<file path="config.mk">
export PLATFORM = sky130hd
export DESIGN_NAME = jam_ctrl
export DESIGN_NICKNAME = d
export VERILOG_FILES = /design/src/rtl/jam_pkg.sv /design/src/rtl/jam_cost_rf.sv /design/src/rtl/jam_ctrl.sv
export SDC_FILE = /design/constraint.sdc
export NUM_CORES = 1
export LEC_CHECK = 0
export BUFFER_PORTS_ARGS = -buffer_cell sky130_fd_sc_hd__buf_2
export CORE_UTILIZATION = 25
export CTS_CLUSTER_SIZE = 30
export DETAILED_ROUTE_END_ITERATION = 10
export PLACE_DENSITY_LB_ADDON = 0.3
export SYNTH_ARGS = -nofsm -noshare
export SYNTH_HDL_FRONTEND = slang
export SYNTH_SLANG_ARGS = --single-unit
</file>
<file path="constraint.sdc">
create_clock -name clk -period 3.6 [get_ports clk]
set_clock_uncertainty 0.1 [all_clocks]
set_input_delay 0.18 -clock clk [delete_from_list [all_inputs] [get_ports clk]]
set_output_delay 0.18 -clock clk [all_outputs]
set_load 0.1 [all_outputs]
</file>
<file path="src/rtl/jam_pkg.sv">
// Shared types and sizes for the assignment-engine controller.
// No logic; widths of the cost table, result fields and the default watchdog limit.
package jam_pkg;
    localparam int N          = 8;
    localparam int IDX_W      = 3;
    localparam int ADDR_W     = 6;
    localparam int DEPTH      = 64;
    localparam int COST_W     = 7;
    localparam int MINCOST_W  = 10;
    localparam int MATCH_W    = 4;
    localparam int TIMEOUT_DEF = 500000;

    typedef enum logic [2:0] {
        ST_IDLE   = 3'd0,
        ST_ARM    = 3'd1,
        ST_RUN    = 3'd2,
        ST_RESULT = 3'd3,
        ST_ERR    = 3'd4
    } state_t;
endpackage

</file>
<file path="src/rtl/jam_cost_rf.sv">
// 64x7 cost table: one synchronous write port, one combinational read port.
// Write lands on the next rising edge; read is zero-latency; no backpressure.
module jam_cost_rf
    import jam_pkg::*;
(
    input  logic              clk,
    input  logic              wr_en,
    input  logic [ADDR_W-1:0] wr_addr,
    input  logic [COST_W-1:0] wr_dat,
    input  logic [ADDR_W-1:0] rd_addr,
    output logic [COST_W-1:0] rd_dat
);
    // Contents are deliberately not reset; the controller's loaded flag gates use.
    logic [COST_W-1:0] mem [DEPTH];

    always_ff @(posedge clk) begin
        if (wr_en) begin
            mem[wr_addr] <= wr_dat;
        end
    end

    assign rd_dat = mem[rd_addr];
endmodule

</file>
<file path="src/rtl/jam_ctrl.sv">
// Controller: loads a 64-entry cost table, runs the engine under a watchdog, holds the result.
// ARM is 2 cycles; eng_cost is combinational; result held in RESULT until res_ready.
module jam_ctrl
    import jam_pkg::*;
#(
    parameter int TIMEOUT = TIMEOUT_DEF
)(
    input  logic                 clk,
    input  logic                 rst_n,
    input  logic                 ld_valid,
    input  logic [COST_W-1:0]    ld_data,
    output logic                 ld_ready,
    input  logic                 start,
    output logic                 busy,
    output logic                 eng_rst,
    input  logic [IDX_W-1:0]     eng_W,
    input  logic [IDX_W-1:0]     eng_J,
    output logic [COST_W-1:0]    eng_cost,
    input  logic [MINCOST_W-1:0] eng_mincost,
    input  logic [MATCH_W-1:0]   eng_matchcount,
    input  logic                 eng_valid,
    output logic                 res_valid,
    input  logic                 res_ready,
    output logic [MINCOST_W-1:0] res_mincost,
    output logic [MATCH_W-1:0]   res_matchcount,
    output logic                 timeout
);
    localparam int WD_W = (TIMEOUT > 2) ? $clog2(TIMEOUT) : 1;

    state_t            state, state_nxt;
    logic              loaded;
    logic [ADDR_W-1:0] ld_cnt;
    logic              arm_cnt;
    logic [WD_W-1:0]   wdog;
    logic              wd_exp;
    logic              wr_en;
    logic              unload;
    logic [COST_W-1:0] rd_dat;

    assign wd_exp = (wdog == WD_W'(TIMEOUT - 1));
    assign wr_en  = ld_valid && ld_ready;
    assign unload = ((state == ST_RESULT) && res_ready) || ((state == ST_ERR) && start);

    always_ff @(posedge clk or negedge rst_n) begin
        if (!rst_n) begin
            state <= ST_IDLE;
        end else begin
            state <= state_nxt;
        end
    end

    always_comb begin
        state_nxt = state;
        case (state)
            ST_IDLE:   if (start && loaded) state_nxt = ST_ARM;
            ST_ARM:    if (arm_cnt) state_nxt = ST_RUN;
            // A result arriving on the expiry cycle takes priority over the watchdog.
            ST_RUN: begin
                if (eng_valid) begin
                    state_nxt = ST_RESULT;
                end else if (wd_exp) begin
                    state_nxt = ST_ERR;
                end
            end
            ST_RESULT: if (res_ready) state_nxt = ST_IDLE;
            ST_ERR:    if (start) state_nxt = ST_IDLE;
            default:   state_nxt = ST_IDLE;
        endcase
    end

    always_comb begin
        busy      = (state != ST_IDLE);
        eng_rst   = (state != ST_RUN);
        ld_ready  = (state == ST_IDLE) && !loaded;
        res_valid = (state == ST_RESULT);
        timeout   = (state == ST_ERR);
        eng_cost  = (state == ST_RUN) ? rd_dat : '0;
    end

    always_ff @(posedge clk or negedge rst_n) begin
        if (!rst_n) begin
            loaded         <= 1'b0;
            ld_cnt         <= '0;
            arm_cnt        <= 1'b0;
            wdog           <= '0;
            res_mincost    <= '0;
            res_matchcount <= '0;
        end else begin
            arm_cnt <= (state == ST_ARM) ? ~arm_cnt : 1'b0;
            wdog    <= ((state == ST_RUN) && (state_nxt == ST_RUN)) ? wdog + 1'b1 : '0;
            if (unload) begin
                loaded <= 1'b0;
                ld_cnt <= '0;
            end else if (wr_en) begin
                ld_cnt <= ld_cnt + 1'b1;
                if (ld_cnt == ADDR_W'(DEPTH - 1)) begin
                    loaded <= 1'b1;
                end
            end
            if ((state == ST_RUN) && eng_valid) begin
                res_mincost    <= eng_mincost;
                res_matchcount <= eng_matchcount;
            end
        end
    end

    jam_cost_rf u_rf (
        .clk     (clk),
        .wr_en   (wr_en),
        .wr_addr (ld_cnt),
        .wr_dat  (ld_data),
        .rd_addr ({eng_W, eng_J}),
        .rd_dat  (rd_dat)
    );
endmodule
</file>
==> impl_results.md, run 1 <==
* Buf/Inv on CP at 1
* Synth Warn # at 0
* Worst Reg2Reg Path Length in Cells at 6
* Relative max-transition margin at 0.1881
* CP Cell Sequence: nand2b_1 > nor2_1 > nand2_2 > a2111oi_1 > a22o_1 > buf_2
* Dpl cells at 2147
* Fmax at 305.8 MHz
* Int Power at 9.814 mW
* Count of final setup violators at 0
* Fraction of layout cells with a size suffix above 1 at 0.2604
* Most common cell in the netlist: edfxtp_1
* Comb power frac at 0.157
* Critical Path RT at 3320 ps
* Main synth FF type: edfxtp_1
* Vias at 10080
* GP Congestion at 0.7713
* Post-synth EDFFs at 448
* Die ar. at 79430 um^2
* Number of global-route vias before repair at 10580
* Mapped Nets at 1056
* Hold path depth at 1
* Largest cells by area after synthesis: edfxtp_1 (69%), mux4_2 (11%), dfrtp_1 (5.6%), mux4_1 (2.6%), nor2_1 (2.2%)
* Core Footprint at 77470 um^2
* Synthesized instance count at 1021
* Area grow syn2layout at 19.54%
* Cell taking the most area after synthesis: edfxtp_1
* DRC at 0
* WL/cell at 21.20 um
* Global-route wire length before repair at 70960 um
* Largest net degree at the start of global routing at 65
* Vert. Die Dim at 281.8 um
* Initial antenna violation count at 1
* Seq/Total Area, Yosys at 0.7434
* Crit-path max cell delay at 550 ps
* Max-Cap Viols at 0
* Ys async rst share at 0.08943
* Filler Cell Count at 7505
* DR vias/cell at 4.458
* Buffers on Ports at 58
* Distinct cells, synth at 51
* Io pins at 59
* Setup CP Type: flop to output pin
* Clock share of power at 0.372
* Tcrit/Tclk final at 0.9083
* CP Capture Type: output pin
* Hold Vio Cnt, Final at 0
* Slowest cell on the critical path: a2111oi_1
* Net Switching at 4.000 mW
* Final nets at 1215
* Antenna Nets Post-Route at 0
* Num Clock Sinks at 492
* Least-Margin Pin Slew at 1218 ps
* Number of register bits inferred by synthesis at 492
* Top delay family on crit path: compound AO/OA/AOI/OAI gates
* Max Fanout on Critical Path at 7
* Clock H-tree levels at 2
* GRT overflow at 0
* Later-pin clock latency in the skew report at 580 ps
* Post-route insts no fill at 2261
* Area of the multi-input gates at 4696 um^2
* Worst hold path type: primary input to flop
* Switching Fraction at 0.2896
* Minimum clock period at 3270 ps
* Total Routing Usage GR at 0.1226
* Starting DRT DRC Count at 900
* CTS root buf: clkbuf_16
* Crit path arrival time at 2990 ps
* Pins Over Slew Limit at 0
* Routed WL at 47930 um
* Worst path depth at 6
* Power per cell area at 590.3 nW/um^2
* Clock Tree Buf Depth at 3
* CTS tree: built
* RSZ-0062 raised after global routing: no
* Setup TNS at 0 ps
* DRT Pass-1 Iters at 5
* Clock transition at the registers of the reported paths at 60 ps
* Area of the mapped netlist at 19580 um^2
* Initial Util at 0.2527
* # rows at 102
* Startpoint Class: flop
* Die X at 281.8 um
* Status: finished clean
* Sequential share of power at 0.471
* Worst VDD drop at 763.4 uV
* Post-synth top area share at 0.6872
* Syn avg cell area at 19.17 um^2
* Number of buffers created by CTS at 51
* Post-synth top cells: edfxtp_1 (448), nor2_1 (117), mux4_2 (98), nand2_1 (76), dfrtp_1 (44)
* P_leak at 7.653 nW
* Reg area at 14550 um^2
* HPWL after detailed placement at 30430 um
* Ant. Diodes at 0
path summary, 6_finish.rpt:
kind,slack (ps),from,to
worst min register to register,370,arm_cnt,arm_cnt
worst max register to register,610,state[2],u_rf.mem[30][2]
max in group asynchronous,2580,rst_n,ld_cnt[4]
worst min-delay path,60,ld_data[5],u_rf.mem[33][5]
min in group asynchronous,190,rst_n,wdog[1]
worst max-delay path,330,state[0],eng_cost[4]
metal layers:
metal,up-vias,global-route usage,part of all wire
li1,4417,-,-
met1,5327,0.1785,0.48
met2,275,0.1841,0.45
met3,59,0.02751,0.060
met4,2,0.02968,0.017
met5,-,0,0.00019
flip-flops by register name, summed over array words and instances, names as in the netlist:
| name | cells |
|---|---|
| loaded | 1 |
| arm_cnt | 1 |
| wdog | 19 |
| u_rf.mem | 448 |
| state | 3 |
| ld_cnt | 6 |
| res_mincost | 10 |
| res_matchcount | 4 |
power groups by stage:
stage               sequential, mW  clock [mW]  combinational, mW
floorplan                     7.13           0               1.02
global placement              6.61           0               2.12
detailed placement            6.62           0               2.15
CTS                           6.50        5.27               2.17
global route                  6.52        5.48               2.28
finish                        6.51        5.14               2.17
final cells by class:
cell class                 instances  area share
multi-input combinational        474      0.2007
inverter                           7    0.001123
clock buffer                      61     0.05614
sequential                       492      0.6219
clock inverter                    33     0.01262
timing repair buffer             154     0.05192
tap                             1040     0.05561
kinds of logic (layout without fill, tap and decap cells):
kind of cell               Yosys count  after routing  share of synthesized area
AOI/OAI and AO/OA                   49             49                    0.01866
muxes                              139            139                     0.1496
and+or+nand+nor                    263            263                    0.05957
xor gates and xnor gates            21             21                   0.009396
adders and majority gates            2              2                   0.001278
DFF                                492            492                     0.7434
buffers and inverters               55            255                    0.01802
worst register-to-register path: cells and delay by family (launching register included):
| kind | cells | cell delay (ps) |
|---|---|---|
| buf+inv | 1 | 150 |
| flops | 1 | 470 |
| simple gates | 5 | 1900 |
placed cells by master, fill, tap and decap left out, types with 11 or more instances in the layout:
| cell | instances |
|---|---|
| buf_2 | 53 |
| buf_4 | 69 |
| dlygate4sd3_1 | 20 |
| mux2i_1 | 20 |
| dfrtp_1 | 44 |
| nand2_1 | 75 |
| clkinv_2 | 11 |
| edfxtp_1 | 448 |
| nand3_1 | 14 |
| mux4_2 | 98 |
| clkbuf_16 | 51 |
| mux4_1 | 19 |
| buf_12 | 11 |
| nor2_1 | 117 |
| xnor2_1 | 12 |
metrics by stage:
stage | power (mW) | cell area (um^2) | setup WS, ps | hold slack, ps | utilization
6_report | 13.81 | 23400 | 330.1 | 58.80 | 0.3021
3_5_place_dp | 8.763 | 21590 | 566.1 | 272.7 | 0.2787
2_1_floorplan | 8.147 | 19600 | 5.245 | -215.6 | -
3_3_place_gp | 8.738 | 21590 | 607.6 | 267.7 | 0.2787
5_1_grt | 14.28 | 23400 | 198.6 | 93.76 | 0.3021
4_1_cts | 13.94 | 23400 | 0.05929 | 48.39 | 0.3020
what timing repair did:
action / CTS / global route
setup endpoints to repair: 0 / 1
hold buffers: 20 / 0
buffers inserted: 0 / 0
resized for setup: 0 / 2
endpoints found under the hold margin: 69 / 0
No activity file was read; power rests on OpenSTA's default activity.
==> inputs of run 2 (changes only) <==
- RECOVER_POWER: default -> 100
==> run 2 against run 1 <==
  * Sequential share of layout area is 0.72 points higher
  * Critical path type unchanged
  * Maximum frequency decreased by 4.0%
  * Clock-buffer cell count stayed put
  * Die area unchanged
  * The flow now finishes with violations (max-capacitance violations, max-slew violations)
  * Clock power barely moved
  * Sequential power barely moved
  * Critical endpoint is now eng_cost[2]
  * Routed wire length is 0.21% higher
  * Worst hold slack improved by 170 ps
  * Sequential cell count stayed put
  * Register-to-register slack got worse by 250 ps
  * Largest cell class unchanged
==> impl_results.md, run 2 (synthesis gave the netlist of run 1 again) <==
* Status: finished with violations (was finished clean)
* Failing checks: max-capacitance violations, max-slew violations
* Fmax at 293.6 MHz (was 305.8 MHz)
* Relative max-transition margin at -0.9597 (was 0.1881)
* Max reg flops at 448 (unchanged)
* Startpoint Class: flop (unchanged)
* Max Fanout on Critical Path at 7 (unchanged)
* DRC at 0 (unchanged)
* Setup CP Type: flop to output pin (unchanged)
* Initial antenna violation count at 1 (unchanged)
* Initial Util at 0.2527 (unchanged)
* Minimum clock period at 3406 ps (was 3270 ps)
* Antenna Nets Post-Route at 0 (unchanged)
* Largest net degree at the start of global routing at 65 (unchanged)
* WL/cell at 21.24 um (was 21.20 um)
* Buffers on Ports at 58 (unchanged)
* DRT Pass-1 Iters at 5 (unchanged)
* Ant. Diodes at 0 (unchanged)
* HPWL after detailed placement at 30430 um (unchanged)
* Reg2reg end: u_rf.mem[34][6] (was u_rf.mem[30][2])
* Total Routing Usage GR at 0.1226 (unchanged)
* Core Footprint at 77470 um^2 (unchanged)
* Pins Over Slew Limit at 368 (was 0)
* GRT overflow at 0 (unchanged)
* Die ar. at 79430 um^2 (unchanged)
* Clock transition at the registers of the reported paths at 60 ps (about the same)
* Biggest register: u_rf.mem (unchanged)
* Die X at 281.8 um (unchanged)
* Num Clock Sinks at 492 (unchanged)
* Worst Reg2Reg Path Length in Cells at 7 (was 6)
* Area of the multi-input gates at 4696 um^2 (unchanged)
* Top flop regs: u_rf.mem x448, wdog x19, res_mincost x10 (unchanged)
* DR vias/cell at 4.486 (was 4.458)
* Post-CTS setup buffers at 0 (unchanged)
* GP Congestion at 0.7713 (unchanged)
* Number of global-route vias before repair at 10580 (unchanged)
* Clock H-tree levels at 2 (unchanged)
* Max-Cap Viols at 8 (was 0)
* Least-Margin Pin Slew at 2939 ps (was 1218 ps)
* Area grow syn2layout at 18.16% (was 19.54%)
* Global-route wire length before repair at 70960 um (unchanged)
* P_leak at 7.335 nW (was 7.653 nW)
* # rows at 102 (unchanged)
* Crit path arrival time at 3130 ps (was 2990 ps)
* Critical Path RT at 3320 ps (about the same)
* Commonest non-fill, non-tap cell in the layout: edfxtp_1 (unchanged)
* CTS tree: built (unchanged)
* Vias at 10140 (was 10080)
* Starting DRT DRC Count at 923 (was 900)
* Final nets at 1215 (unchanged)
* Filler Cell Count at 7562 (was 7505)
* R2R Path Start: state[2] (unchanged)
* CP Capture Type: output pin (unchanged)
* Reg area at 14550 um^2 (unchanged)
* Fraction of layout cells with a size suffix above 1 at 0.1941 (was 0.2604)
* Power per cell area at 594.2 nW/um^2 (was 590.3 nW/um^2)
* Io pins at 59 (unchanged)
* CP endpoint: eng_cost[2] (was eng_cost[4])
* CTS root buf: clkbuf_16 (unchanged)
* Origin of the worst setup path: state[0] (unchanged)
* Setup TNS at 0 ps (unchanged)
* Reg2Reg Setup Slack at 360 ps (was 610 ps)
* Setup WS post-layout at 193.5 ps (was 330.1 ps)
* Vert. Die Dim at 281.8 um (unchanged)
* Routed WL at 48020 um (was 47930 um)
* Clock Tree Buf Depth at 3 (unchanged)
* Setup Slack @ Placement at 566.1 ps (unchanged)
* RSZ-0062 raised after global routing: no (unchanged)
* Tcrit/Tclk final at 0.9462 (was 0.9083)
* Count of final setup violators at 0 (unchanged)
* Number of buffers created by CTS at 51 (unchanged)
* Later-pin clock latency in the skew report at 580 ps (about the same)
* Hold Vio Cnt, Final at 0 (unchanged)
* Worst VDD drop at 751.3 uV (was 763.4 uV)
* Most frequent cells in the layout: edfxtp_1 (448), nor2_1 (117), mux4_2 (98), clkbuf_1 (91), nand2_1 (75) (was edfxtp_1 (448), nor2_1 (117), mux4_2 (98), nand2_1 (75), buf_4 (69))
* Worst hold path type: primary input to flop (unchanged)
==> run 2: cell count changes in the layout (fill, tap and decap cells not counted), sizes merged <==
cell / previous run / this run
clkbuf: 61 / 149
buf: 134 / 46
==> run 2: where the power goes <==
part,internal [mW],switching (mW)
clock,2.90,2.24
sequential,6.40,0.115
combinational,0.446,1.65
==> run 2: critical path, stage by stage, from the launching register on <==
cell and delay, ps:
dfrtp_1 430, nand2b_1 240, nor2_1 220, nand2_2 270, a2111oi_0 580, a22o_1 310
clkbuf_2 480
==> run 2: worst min-delay path by stage <==
stage,start,endpoint,cells past startpoint
6_report,eng_mincost[0],res_mincost[0],4
3_3_place_gp,eng_mincost[5],res_mincost[5],3
4_1_cts,ld_data[5],u_rf.mem[33][5],1
2_1_floorplan,rst_n,arm_cnt,0
5_1_grt,eng_mincost[6],res_mincost[6],4
3_5_place_dp,eng_mincost[4],res_mincost[4],3
==> run 2: final cells by class <==
cell class / instances / area share
clock buffer: 61 / 0.05679
clock inverter: 33 / 0.01277
inverter: 7 / 0.001136
multi-input combinational: 474 / 0.2030
sequential: 492 / 0.6292
tap: 1040 / 0.05625
timing repair buffer: 154 / 0.04089
==> run 2: through the flow <==
| step | utilization | total power [mW] | hold WS [ps] | cells | instance area [um^2] |
|---|---|---|---|---|---|
| global placement | 0.2787 | 8.738 | 267.7 | 2147 | 21590 |
| finish | 0.2986 | 13.75 | 226.0 | 2261 | 23130 |
| floorplan | - | 8.147 | -215.6 | 1021 | 19600 |
| detailed placement | 0.2787 | 8.763 | 272.7 | 2147 | 21590 |
| global route | 0.2986 | 14.21 | 230.7 | 2261 | 23130 |
| CTS | 0.3020 | 13.94 | 48.39 | 2261 | 23400 |
==> run 2: repair_timing <==
item	in CTS	in global routing
endpoints found under the hold margin	69	0
hold buffers	20	0
setup endpoints to repair	0	1
gates resized for setup	0	2
==> run 2: per-layer routing <==
layer / share of wire / global-route usage / vias up
li1: - / - / 4415
met1: 0.48 / 0.1785 / 5366
met2: 0.44 / 0.1841 / 298
met3: 0.062 / 0.02751 / 61
met4: 0.017 / 0.02968 / 2
met5: 0.00019 / 0 / -
